==> src/rtl/fifo_umbral.sv <==
// rtl/fifo_umbral.sv - parametrised synchronous FIFO with thresholds and sticky errors
// Inputs : clk, reset (async, active-low), en, wr, rd, err_clr, data_in,
//          umbral_alto (almost-full level), umbral_bajo (almost-empty level)
// Outputs: data_out/valid_out (registered read data + strobe), outFull, outEmpty,
//          almostFull, almostEmpty, fifo_count, errorFull, errorEmpty (sticky)
module fifo_umbral #(
  parameter int DATA_WIDTH    = 8,
  parameter int ADDRESS_WIDTH = 3,
  parameter int BUFFER_DEPTH  = 8
) (
  input  logic                     clk,
  input  logic                     reset,
  input  logic                     en,
  input  logic                     wr,
  input  logic                     rd,
  input  logic                     err_clr,
  input  logic [DATA_WIDTH-1:0]    data_in,
  input  logic [ADDRESS_WIDTH:0]   umbral_alto,
  input  logic [ADDRESS_WIDTH:0]   umbral_bajo,
  output logic [DATA_WIDTH-1:0]    data_out,
  output logic                     valid_out,
  output logic                     outFull,
  output logic                     outEmpty,
  output logic                     almostFull,
  output logic                     almostEmpty,
  output logic [ADDRESS_WIDTH:0]   fifo_count,
  output logic                     errorFull,
  output logic                     errorEmpty
);

  localparam logic [ADDRESS_WIDTH:0]   DEPTH_C = (ADDRESS_WIDTH+1)'(BUFFER_DEPTH);
  localparam logic [ADDRESS_WIDTH:0]   CNT_ONE = (ADDRESS_WIDTH+1)'(1);
  localparam logic [ADDRESS_WIDTH-1:0] PTR_ONE = ADDRESS_WIDTH'(1);

  logic [DATA_WIDTH-1:0]    r_mem [BUFFER_DEPTH];
  logic [ADDRESS_WIDTH-1:0] r_wr_ptr;
  logic [ADDRESS_WIDTH-1:0] r_rd_ptr;
  logic [ADDRESS_WIDTH:0]   r_count;
  logic [DATA_WIDTH-1:0]    r_data_out;
  logic                     r_valid;
  logic                     r_err_full;
  logic                     r_err_empty;

  logic w_full;
  logic w_empty;
  logic w_rd_acc;
  logic w_wr_acc;
  logic w_set_ef;
  logic w_set_ee;

  assign w_full   = (r_count == DEPTH_C);
  assign w_empty  = (r_count == '0);
  assign w_rd_acc = en & rd & ~w_empty;
  // A read on the same edge frees a slot, so a full FIFO still takes the write.
  assign w_wr_acc = en & wr & (~w_full | rd);
  assign w_set_ef = en & wr & w_full & ~rd;
  assign w_set_ee = en & rd & w_empty;

  // Storage is not reset; contents are only meaningful between the pointers.
  always_ff @(posedge clk) begin
    if (w_wr_acc) begin
      r_mem[r_wr_ptr] <= data_in;
    end
  end

  always_ff @(posedge clk or negedge reset) begin
    if (!reset) begin
      r_wr_ptr    <= '0;
      r_rd_ptr    <= '0;
      r_count     <= '0;
      r_data_out  <= '0;
      r_valid     <= 1'b0;
      r_err_full  <= 1'b0;
      r_err_empty <= 1'b0;
    end else begin
      r_valid <= w_rd_acc;
      if (w_wr_acc) begin
        r_wr_ptr <= r_wr_ptr + PTR_ONE;
      end
      if (w_rd_acc) begin
        r_rd_ptr   <= r_rd_ptr + PTR_ONE;
        r_data_out <= r_mem[r_rd_ptr];
      end
      case ({w_wr_acc, w_rd_acc})
        2'b10:   r_count <= r_count + CNT_ONE;
        2'b01:   r_count <= r_count - CNT_ONE;
        default: r_count <= r_count;
      endcase
      // Freeze (en=0) also holds the error flags; a new error beats a clear.
      if (en) begin
        if (w_set_ef) begin
          r_err_full <= 1'b1;
        end else if (err_clr) begin
          r_err_full <= 1'b0;
        end
        if (w_set_ee) begin
          r_err_empty <= 1'b1;
        end else if (err_clr) begin
          r_err_empty <= 1'b0;
        end
      end
    end
  end

  assign data_out    = r_data_out;
  assign valid_out   = r_valid;
  assign fifo_count  = r_count;
  assign outFull     = w_full;
  assign outEmpty    = w_empty;
  assign almostFull  = (r_count >= umbral_alto);
  assign almostEmpty = (r_count <= umbral_bajo);
  assign errorFull   = r_err_full;
  assign errorEmpty  = r_err_empty;

endmodule

==> config.mk <==
export PLATFORM = sky130hd
export DESIGN_NAME = fifo_umbral
export DESIGN_NICKNAME = d
export VERILOG_FILES = /design/src/rtl/fifo_umbral.sv
export SDC_FILE = /design/constraint.sdc
export NUM_CORES = 1
export LEC_CHECK = 0
export BUFFER_PORTS_ARGS = -buffer_cell sky130_fd_sc_hd__buf_2
export CORE_ASPECT_RATIO = 0.5
export CORE_MARGIN = 2
export CORE_UTILIZATION = 55
export CTS_BUF_LIST = sky130_fd_sc_hd__clkbuf_8 sky130_fd_sc_hd__clkbuf_16
export CTS_CLUSTER_DIAMETER = 40
export DETAILED_ROUTE_END_ITERATION = 8
export PLACE_DENSITY = 0.75
export SLEW_MARGIN = 10
export SYNTH_ARGS = -nofsm -noshare
export SYNTH_HDL_FRONTEND = slang
export SYNTH_SLANG_ARGS = --single-unit
==> constraint.sdc <==
create_clock -name clk -period 4.4 [get_ports clk]
set_input_delay 0 -clock clk [delete_from_list [all_inputs] [get_ports clk]]
set_output_delay 0 -clock clk [all_outputs]
set_load 0.01 [all_outputs]
==> results.json, run 1 <==
{
  "status": "finished, final reports clean",
  "gr-total-overflow": 0,
  "peakVddDrop_mv": 0.2645,
  "viasPerCell": 5.532,
  "arrival_ns": 3.14,
  "cts_max_path_buffers": 2,
  "finalSetupViolCount": 0,
  "syn_to_final_growth_pct": 20.56,
  "ys_ff_latch": 85,
  "dieArea_sq_um": 7415,
  "netlist_top_cells_count": "edfxtp_1, mux2i_1, dfrtp_1",
  "synthArstFlopShare": 0.2471,
  "drive_above_1_share": 0.2355,
  "path_clk_slew_ns": 0.06,
  "power_frac_seq": 0.415,
  "cap_violations": 0,
  "hold_ws_ns": 0.01484,
  "synth_cell_type_count": 38,
  "insertion_delay_ns": 0.34,
  "synth_edf_count": 64,
  "die_y_um": 61.90,
  "grt_pass1_wl_um": 11300,
  "crit_required_ns": 4.61,
  "cts_buffers": 9,
  "antenna_found_initial": 0,
  "cts.sinks": 85,
  "yosysWarnings": 0,
  "crit_chain": "nor4_2, nor2_1, ha_1, xor2_1, ha_1, a21oi_1, xor2_1, nor2_1, xor2_1",
  "ant_nets": 0,
  "drv_slew": 0,
  "cp_max_fo": 14,
  "power_uw": 2742,
  "root_buffer": "clkbuf_16",
  "endpoint_kind": "flop",
  "synth_top_cell_by_area": "edfxtp_1",
  "htree_levels": 3,
  "drt_pass1_iterations": 4,
  "grt_pass1_vias": 2150,
  "final_nets": 340,
  "grt_busiest_layer": "met2",
  "fin_ws_ns": 1.471,
  "skew_ns": 0.003807,
  "p_clk_frac": 0.283,
  "drc": 0,
  "yosysSeqAreaShare": 0.6637,
  "p_leak_uw": 0.001816,
  "rows": 21,
  "coreArea_sq_um": 6595,
  "n_antenna_cell": 0,
  "cpLargestDelayFamily": "simple AND/OR/NAND/NOR gates",
  "post_cts_buffers": 0,
  "finish.utilization": 0.6741,
  "ys.flop_type": "edfxtp_1",
  "met2_usage": 0.3918,
  "met3_usage": 0.05383,
  "pre_cts_ws_ns": 1.493,
  "path_buf_inv": 0,
  "vias": 2224,
  "gr-usage-all-layers": 0.2124,
  "gp_congestion": 0.7447,
  "syn_nets": 281,
  "drtIter0Drc": 238,
  "netlist_area_sq_um": 3687,
  "p_sw_uw": 914.8,
  "rsz0062_at_grt": "no",
  "syn_area_per_cell_sq_um": 14.99,
  "detail_route.wl_per_cell_um": 18.31,
  "grt_max_degree": 35,
  "cp-start-kind": "flop",
  "crit_top_cell": "xor2_1",
  "tightest_slew_ns": 1.070,
  "tns_ns": 0,
  "p_int_uw": 1827,
  "crit_path_max_incr_delay_ns": 0.84,
  "max_slew_margin": 0.2842,
  "hpwlAfterDp_um": 4733,
  "power_density_nw_per_um2": 616.7,
  "io_buffers": 40,
  "ios": 41,
  "yosysMostFrequentCell": "edfxtp_1",
  "cts_tree": "done",
  "met1_usage": 0.2529,
  "min_period_over_period": 0.6658,
  "wl_um": 7362,
  "cp_slowest_cell": "nor2_1",
  "min_period_ns": 2.929,
  "synthCells": 246,
  "hold_violations": 0,
  "yosys-top-cells-area": "edfxtp_1, dfrtp_1, mux2i_1",
  "criticalPathCategory": "flop to flop",
  "fmax_mhz": 341.4,
  "synth_top_area_share": 0.5212,
  "die_x_um": 119.8,
  "comb_power_share": 0.303,
  "p_sw_frac": 0.3337,
  "hold_path.class": "primary input to flop",
  "n_fill_cell": 458,
  "start_util": 0.5591
}
[per-layer routing]
layer  wire length (um)  share of wire
met1               3190           0.43
met2               3579           0.49
met3                481          0.065
met4                111          0.015
met5                  0              0
[timing repair]
item	in CTS	in global routing
resized for setup	0	0
hold buffers	14	0
hold endpoints to repair	88	0
[sequential cells by signal, indices dropped and copies added, names as in the netlist]
signal      flops
r_wr_ptr        3
errorEmpty      1
data_out        8
valid_out       1
r_mem          64
r_rd_ptr        3
fifo_count      4
errorFull       1
[per-stage QoR]
step / instance area (sq um) / std cells
after floorplan: 3687 / 246
after global placement: 3993 / 372
after detailed placement: 3993 / 372
after CTS: 4446 / 402
after global routing: 4446 / 402
final: 4446 / 402
[worst min-delay path: stages]
cell     delay [ns]
buf_2          0.15
nand4_1        0.11
xnor2_1        0.06
[power by group through the flow]
stage          clock, uW  sequential [uW]  combinational (uW)
6_report             775             1140                 830
5_1_grt              822             1150                 915
4_1_cts              786             1140                 831
3_5_place_dp           0             1150                 812
3_3_place_gp           0             1140                 785
2_1_floorplan          0             1130                 583
[placed cells by master (no fill, tap or decap), drive strengths merged, types with 5 or more instances in the layout]
cell / Yosys / final
ha: 13 / 13
inv: 7 / 12
dfrtp: 21 / 21
xor2: 5 / 5
a22oi: 16 / 16
clkbuf: 1 / 9
nand3: 9 / 9
dlygate4sd3: 0 / 14
o21ai: 10 / 10
buf: 11 / 46
edfxtp: 64 / 64
mux2i: 32 / 32
nand2: 14 / 14
nor2: 5 / 5
[layout make-up]
type,instances,area [sq um],area share
repair buffers,60,385.4,0.08669
flip-flops and latches,85,2447,0.5505
well taps,92,115.1,0.02589
clock buffers,9,225.2,0.05066
clock inverters,7,87.58,0.01970
inverters,7,26.28,0.005911
multi-input cells,142,1159,0.2606
[logic make-up (layout without fill, tap and decap cells)]
kind of cell / Yosys count / in the layout / synth area share
XOR/XNOR: 9 / 9 / 0.02138
multiplexers: 35 / 35 / 0.09705
AO/OA/AOI/OAI: 36 / 36 / 0.06855
buffers and inverters: 19 / 83 / 0.02647
AND/OR/NAND/NOR: 49 / 49 / 0.07873
adder cells (fa/ha/maj): 13 / 13 / 0.04411
flip-flops: 85 / 85 / 0.6637
[final timing paths]
check,cells past startpoint,end,slack (ns),startpoint
worst max-delay path,9,fifo_count[2],1.47,fifo_count[1]
worst min-delay path,3,r_wr_ptr[2],0.01,en
worst max register to register,9,fifo_count[2],1.47,fifo_count[1]
worst min register to register,2,data_out[6],0.52,data_out[6]
max in group asynchronous,2,r_wr_ptr[0],3.91,reset
min in group asynchronous,2,fifo_count[3],0.17,reset
Note: power is estimated with default switching activity, not from simulation.
==> run 2, diff against run 1 <==
- clock period: 4.4 -> 2.9 ns (I/O delays scaled with it)
==> run 2 against run 1 <==
Against the previous run: clock power grew 55%; via count is 2.3% higher; clock skew grew 0.0050 ns; total power increased by 53%; combinational power is 52% higher; design area up 1.0%; maximum frequency up 14%; largest cell class unchanged; core utilization up 0.68 points; sequential cell count unchanged; routed wire length decreased by 3.1%.
==> results.json, run 2 (synthesized netlist as in run 1, its figures left out) <==
{
  "status": "finished, final reports clean",
  "ios": 41,
  "skew_ns": 0.008772,
  "wl_um": 7131,
  "cp-start-kind": "flop",
  "multiInputGateArea_sq_um": 1149,
  "syn_to_final_growth_pct": 21.78,
  "grt_max_degree": 35,
  "grt_pass1_wl_um": 11050,
  "cp_max_fo": 10,
  "drtIter0Drc": 210,
  "cts.sinks": 85,
  "die_x_um": 119.8,
  "path_clk_slew_ns": 0.06,
  "criticalPathCategory": "flop to flop",
  "comb_power_share": 0.301,
  "crit_required_ns": 3.10,
  "io_buffers": 40,
  "ff2ff_path_depth": 9,
  "root_buffer": "clkbuf_16",
  "grt_busiest_layer": "met2",
  "endpoint_kind": "flop",
  "drive_above_1_share": 0.2405,
  "n_fill_cell": 476,
  "met1_usage": 0.2648,
  "cts_max_path_buffers": 2,
  "power_frac_seq": 0.411,
  "p_int_uw": 2847,
  "final_nets": 346,
  "viasPerCell": 5.576,
  "post_cts_buffers": 0,
  "dieArea_sq_um": 7415,
  "min_period_over_period": 0.8827,
  "grt_pass1_vias": 2165,
  "antenna_found_initial": 0,
  "min_path_cells": 3,
  "insertion_delay_ns": 0.33,
  "fmax_mhz": 390.7,
  "peakVddDrop_mv": 0.3721,
  "drt_pass1_iterations": 4,
  "regArea_sq_um": 2447,
  "ant_nets": 0,
  "coreArea_sq_um": 6595,
  "largest_reg_flops": 64,
  "cts_tree": "done",
  "arrival_ns": 2.76,
  "top_register": "r_mem",
  "drc": 0,
  "final_common_cell": "edfxtp_1",
  "min_period_ns": 2.560,
  "htree_levels": 3,
  "gr-usage-all-layers": 0.2072,
  "detail_route.wl_per_cell_um": 17.48,
  "p_sw_frac": 0.3203,
  "p_sw_uw": 1342,
  "drv_slew": 0,
  "start_util": 0.5591,
  "gp_congestion": 0.7562,
  "power_density_nw_per_um2": 932.7,
  "gr-total-overflow": 0,
  "hpwlAfterDp_um": 4696,
  "max_slew_margin": 0.4985,
  "met3_usage": 0.05931,
  "final_cell_mix": "edfxtp_1, buf_2, mux2i_1",
  "finalSetupViolCount": 0,
  "hold_path.class": "primary input to flop",
  "tightest_slew_ns": 0.7507,
  "r2r_setup_slack_ns": 0.34,
  "rsz0062_at_grt": "no",
  "cap_violations": 0,
  "die_y_um": 61.90,
  "met2_usage": 0.3567,
  "p_leak_uw": 0.001849,
  "hold_violations": 0,
  "tns_ns": 0,
  "vias": 2275,
  "rows": 21,
  "power_uw": 4188,
  "n_antenna_cell": 0,
  "p_clk_frac": 0.287,
  "cts_buffers": 9
}
-- run 2: cell count changes in the layout (fill, tap and decap cells not counted), sizes merged --
cell	previous run	this run
buf	46	52
bufinv	1	2
clkinvlp	0	1
inv	12	10
-- run 2: through the flow --
step	hold WS (ns)	instance area, sq um	utilization	cells	setup slack, ns
global placement	-0.02309	4028	0.6107	378	0.6017
CTS	0.04111	4491	0.6809	408	0.3922
detailed placement	-0.01223	4028	0.6107	378	0.4110
floorplan	-0.2956	3687	-	246	0.5668
global route	0.08959	4491	0.6809	408	0.2492
finish	0.04974	4491	0.6809	408	0.3402
-- run 2: worst paths after layout --
path                            endpoint     startpoint
min in group asynchronous     errorEmpty          reset
setup reg to reg           fifo_count[2]  fifo_count[1]
setup / recovery           fifo_count[2]  fifo_count[1]
hold reg to reg              data_out[2]    data_out[2]
max in group asynchronous    data_out[4]          reset
hold / removal               r_wr_ptr[2]             en
-- run 2: area by class of cell --
class                           instances  share of cell area
Sequential cell                        85              0.5450
Multi-Input combinational cell        142              0.2558
Timing Repair Buffer                   66             0.09585
Clock buffer                            9             0.05015
Tap cell                               92             0.02563
Clock inverter                          7             0.02173
Inverter                                7            0.005851
-- run 2: worst max-delay path, stage by stage (launching register included) --
cell     delay [ns]
dfrtp_1        0.52
nor4_2         0.45
nor2_1         0.18
ha_1           0.31
xor2_1         0.17
ha_1           0.19
a21oi_1        0.16
xor2_1         0.23
nor2_1         0.08
xor2_1         0.14
-- run 2: routing by layer --
| layer | vias to the layer above | share of wire |
|---|---|---|
| met5 | - | 0 |
| met4 | 0 | 0.014 |
| met3 | 10 | 0.087 |
| met2 | 98 | 0.47 |
| met1 | 1096 | 0.43 |
| li1 | 1071 | - |
-- run 2: power groups by stage --
| stage | clock network [uW] | registers [uW] | logic [uW] |
|---|---|---|---|
| final | 1200 | 1720 | 1260 |
| after CTS | 1220 | 1720 | 1270 |
| after global placement | 0 | 1720 | 1200 |
| after global routing | 1280 | 1750 | 1390 |
| after floorplan | 0 | 1720 | 885 |
| after detailed placement | 0 | 1740 | 1240 |
-- run 2: repair_timing --
item | 4_1_cts | 5_1_grt
hold buffers | 14 | 0
gates resized for setup | 0 | 0
endpoints found under the hold margin | 87 | 0
==> run 3, diff against run 2 <==
- CORE_MARGIN: 2 -> default
==> run 3 against run 2 <==
Against the previous run: combinational power rose by 7%; sequential power shrank 2%; die area is 4.8% lower; maximum frequency rose by 3.1%; first-iteration DRC count increased by 3.8%; final cell count is 1.5% lower; critical endpoint unchanged; largest power group unchanged.
==> results.json, run 3 (synthesized netlist as in run 1, its figures left out) <==
{
  "vias": 2265,
  "hold_violations": 0,
  "crit_path_max_incr_delay_ns": 0.52,
  "r2r_setup_slack_ns": 0.42,
  "grt_pass1_vias": 2247,
  "skew_ns": 0.008588,
  "cp_slowest_cell": "dfrtp_1",
  "timing.rr.end": "fifo_count[2]",
  "dieArea_sq_um": 7055,
  "path_clk_slew_ns": 0.06,
  "cts_tree": "done",
  "cp_max_fo": 14,
  "rows": 20,
  "finish.utilization": 0.7088,
  "die_x_um": 117.8,
  "ios": 41,
  "die_y_um": 59.90,
  "final_cell_mix": "edfxtp_1, buf_2, mux2i_1",
  "drive_above_1_share": 0.2452,
  "cts.sinks": 85,
  "io_buffers": 40,
  "grt_max_degree": 35,
  "criticalPathCategory": "flop to flop",
  "largest_reg_flops": 64,
  "n_antenna_cell": 0,
  "drv_slew": 0,
  "cts_buffers": 9,
  "finalSetupViolCount": 0,
  "power_density_nw_per_um2": 921.6,
  "drc": 0,
  "status": "finished, final reports clean",
  "pre_cts_ws_ns": 0.1206,
  "ff2ff_path_depth": 9,
  "cap_violations": 0,
  "tightest_slew_ns": 0.7807,
  "insertion_delay_ns": 0.34,
  "r2r-start": "fifo_count[0]",
  "top_register": "r_mem",
  "cp-start-kind": "flop",
  "crit_end": "fifo_count[2]",
  "gr-total-overflow": 0,
  "coreArea_sq_um": 6256,
  "detail_route.wl_per_cell_um": 18.23,
  "hpwlAfterDp_um": 4832,
  "peakVddDrop_mv": 0.4329,
  "viasPerCell": 5.634,
  "min_path_cells": 3,
  "critical_path.startpoint": "fifo_count[0]",
  "drtIter0Drc": 218,
  "start_util": 0.5894,
  "crit_top_cell": "xor2_1",
  "root_buffer": "clkbuf_16",
  "hold_path.class": "primary input to flop",
  "arrival_ns": 2.70,
  "htree_levels": 3,
  "syn_to_final_growth_pct": 20.26,
  "p_leak_uw": 0.001822,
  "ant_nets": 0,
  "rsz0062_at_grt": "no",
  "wl_um": 7330,
  "fmax_mhz": 402.8,
  "antenna_found_initial": 0,
  "cts_max_path_buffers": 2,
  "final_common_cell": "edfxtp_1",
  "min_period_over_period": 0.8561,
  "drt_pass1_iterations": 5,
  "max_slew_margin": 0.4785,
  "crit_chain": "nor4_2, nor2_2, ha_1, xor2_1, ha_1, a21oi_1, xor2_1, nor2_1, xor2_1",
  "final_nets": 345,
  "fin_ws_ns": 0.4172,
  "crit_required_ns": 3.12,
  "tns_ns": 0,
  "endpoint_kind": "flop",
  "gr-usage-all-layers": 0.2265,
  "gp_congestion": 0.8213,
  "min_period_ns": 2.483,
  "grt_pass1_wl_um": 11190
}
run 3: changes by cell type in the layout (fill, tap and decap cells not counted), sizes merged:
cell / previous run / this run
inv: 10 / 12
dlygate4sd3: 14 / 13
bufinv: 2 / 0
clkinv: 1 / 0
run 3: stage by stage:
step / cells / total power (uW) / area (sq um) / hold slack, ns
after floorplan: 246 / 2606 / 3687 / -0.2956
after global placement: 374 / 2946 / 4023 / -0.02641
after detailed placement: 374 / 3020 / 4023 / -0.01632
after CTS: 402 / 4099 / 4432 / 0.006185
after global routing: 402 / 4278 / 4434 / 0.03929
final: 402 / 4087 / 4434 / 0.01838
run 3: timing repair:
| action | 4_1_cts | 5_1_grt |
|---|---|---|
| hold buffers | 13 | 0 |
| setup buffers | 0 | 0 |
| setup endpoints to repair | 0 | 2 |
| endpoints found under the hold margin | 87 | 0 |
| resized for setup | 0 | 1 |
run 3: power by group:
part / switching, uW / internal (uW) / total [uW]
Combinational: 757 / 592 / 1350
Clock: 470 / 592 / 1060
Sequential: 159 / 1520 / 1680
run 3: worst min path at each step:
| stage | startpoint | to | slack, ns |
|---|---|---|---|
| detailed placement | reset | data_out[7] | -0.02 |
| global placement | reset | data_out[1] | -0.03 |
| finish | wr | r_wr_ptr[2] | 0.02 |
| CTS | wr | r_wr_ptr[2] | 0.006 |
| global route | wr | r_wr_ptr[2] | 0.04 |
| floorplan | reset | data_out[0] | -0.30 |
run 3: layout make-up:
class	count	area, sq um
Timing Repair Buffer	65	420.4
Inverter	7	26.28
Multi-Input combinational cell	142	1151
Tap cell	88	110.1
Clock inverter	6	53.80
Clock buffer	9	225.2
Sequential cell	85	2447
Fill cell	404	1822
run 3: layer usage:
metal,track usage,vias up,wire length (um)
met5,0,-,0
li1,-,1062,-
met3,0.07252,8,506
met4,0.09524,0,58
met1,0.2806,1107,3276
met2,0.3782,88,3488
run 3: critical path, delay by kind of cell, from the launching register on:
kind / cells / cell delay [ns]
simple gates: 3 / 0.69
fa+ha+maj: 2 / 0.58
flops: 1 / 0.52
xor+xnor: 3 / 0.41
compound gates: 1 / 0.15
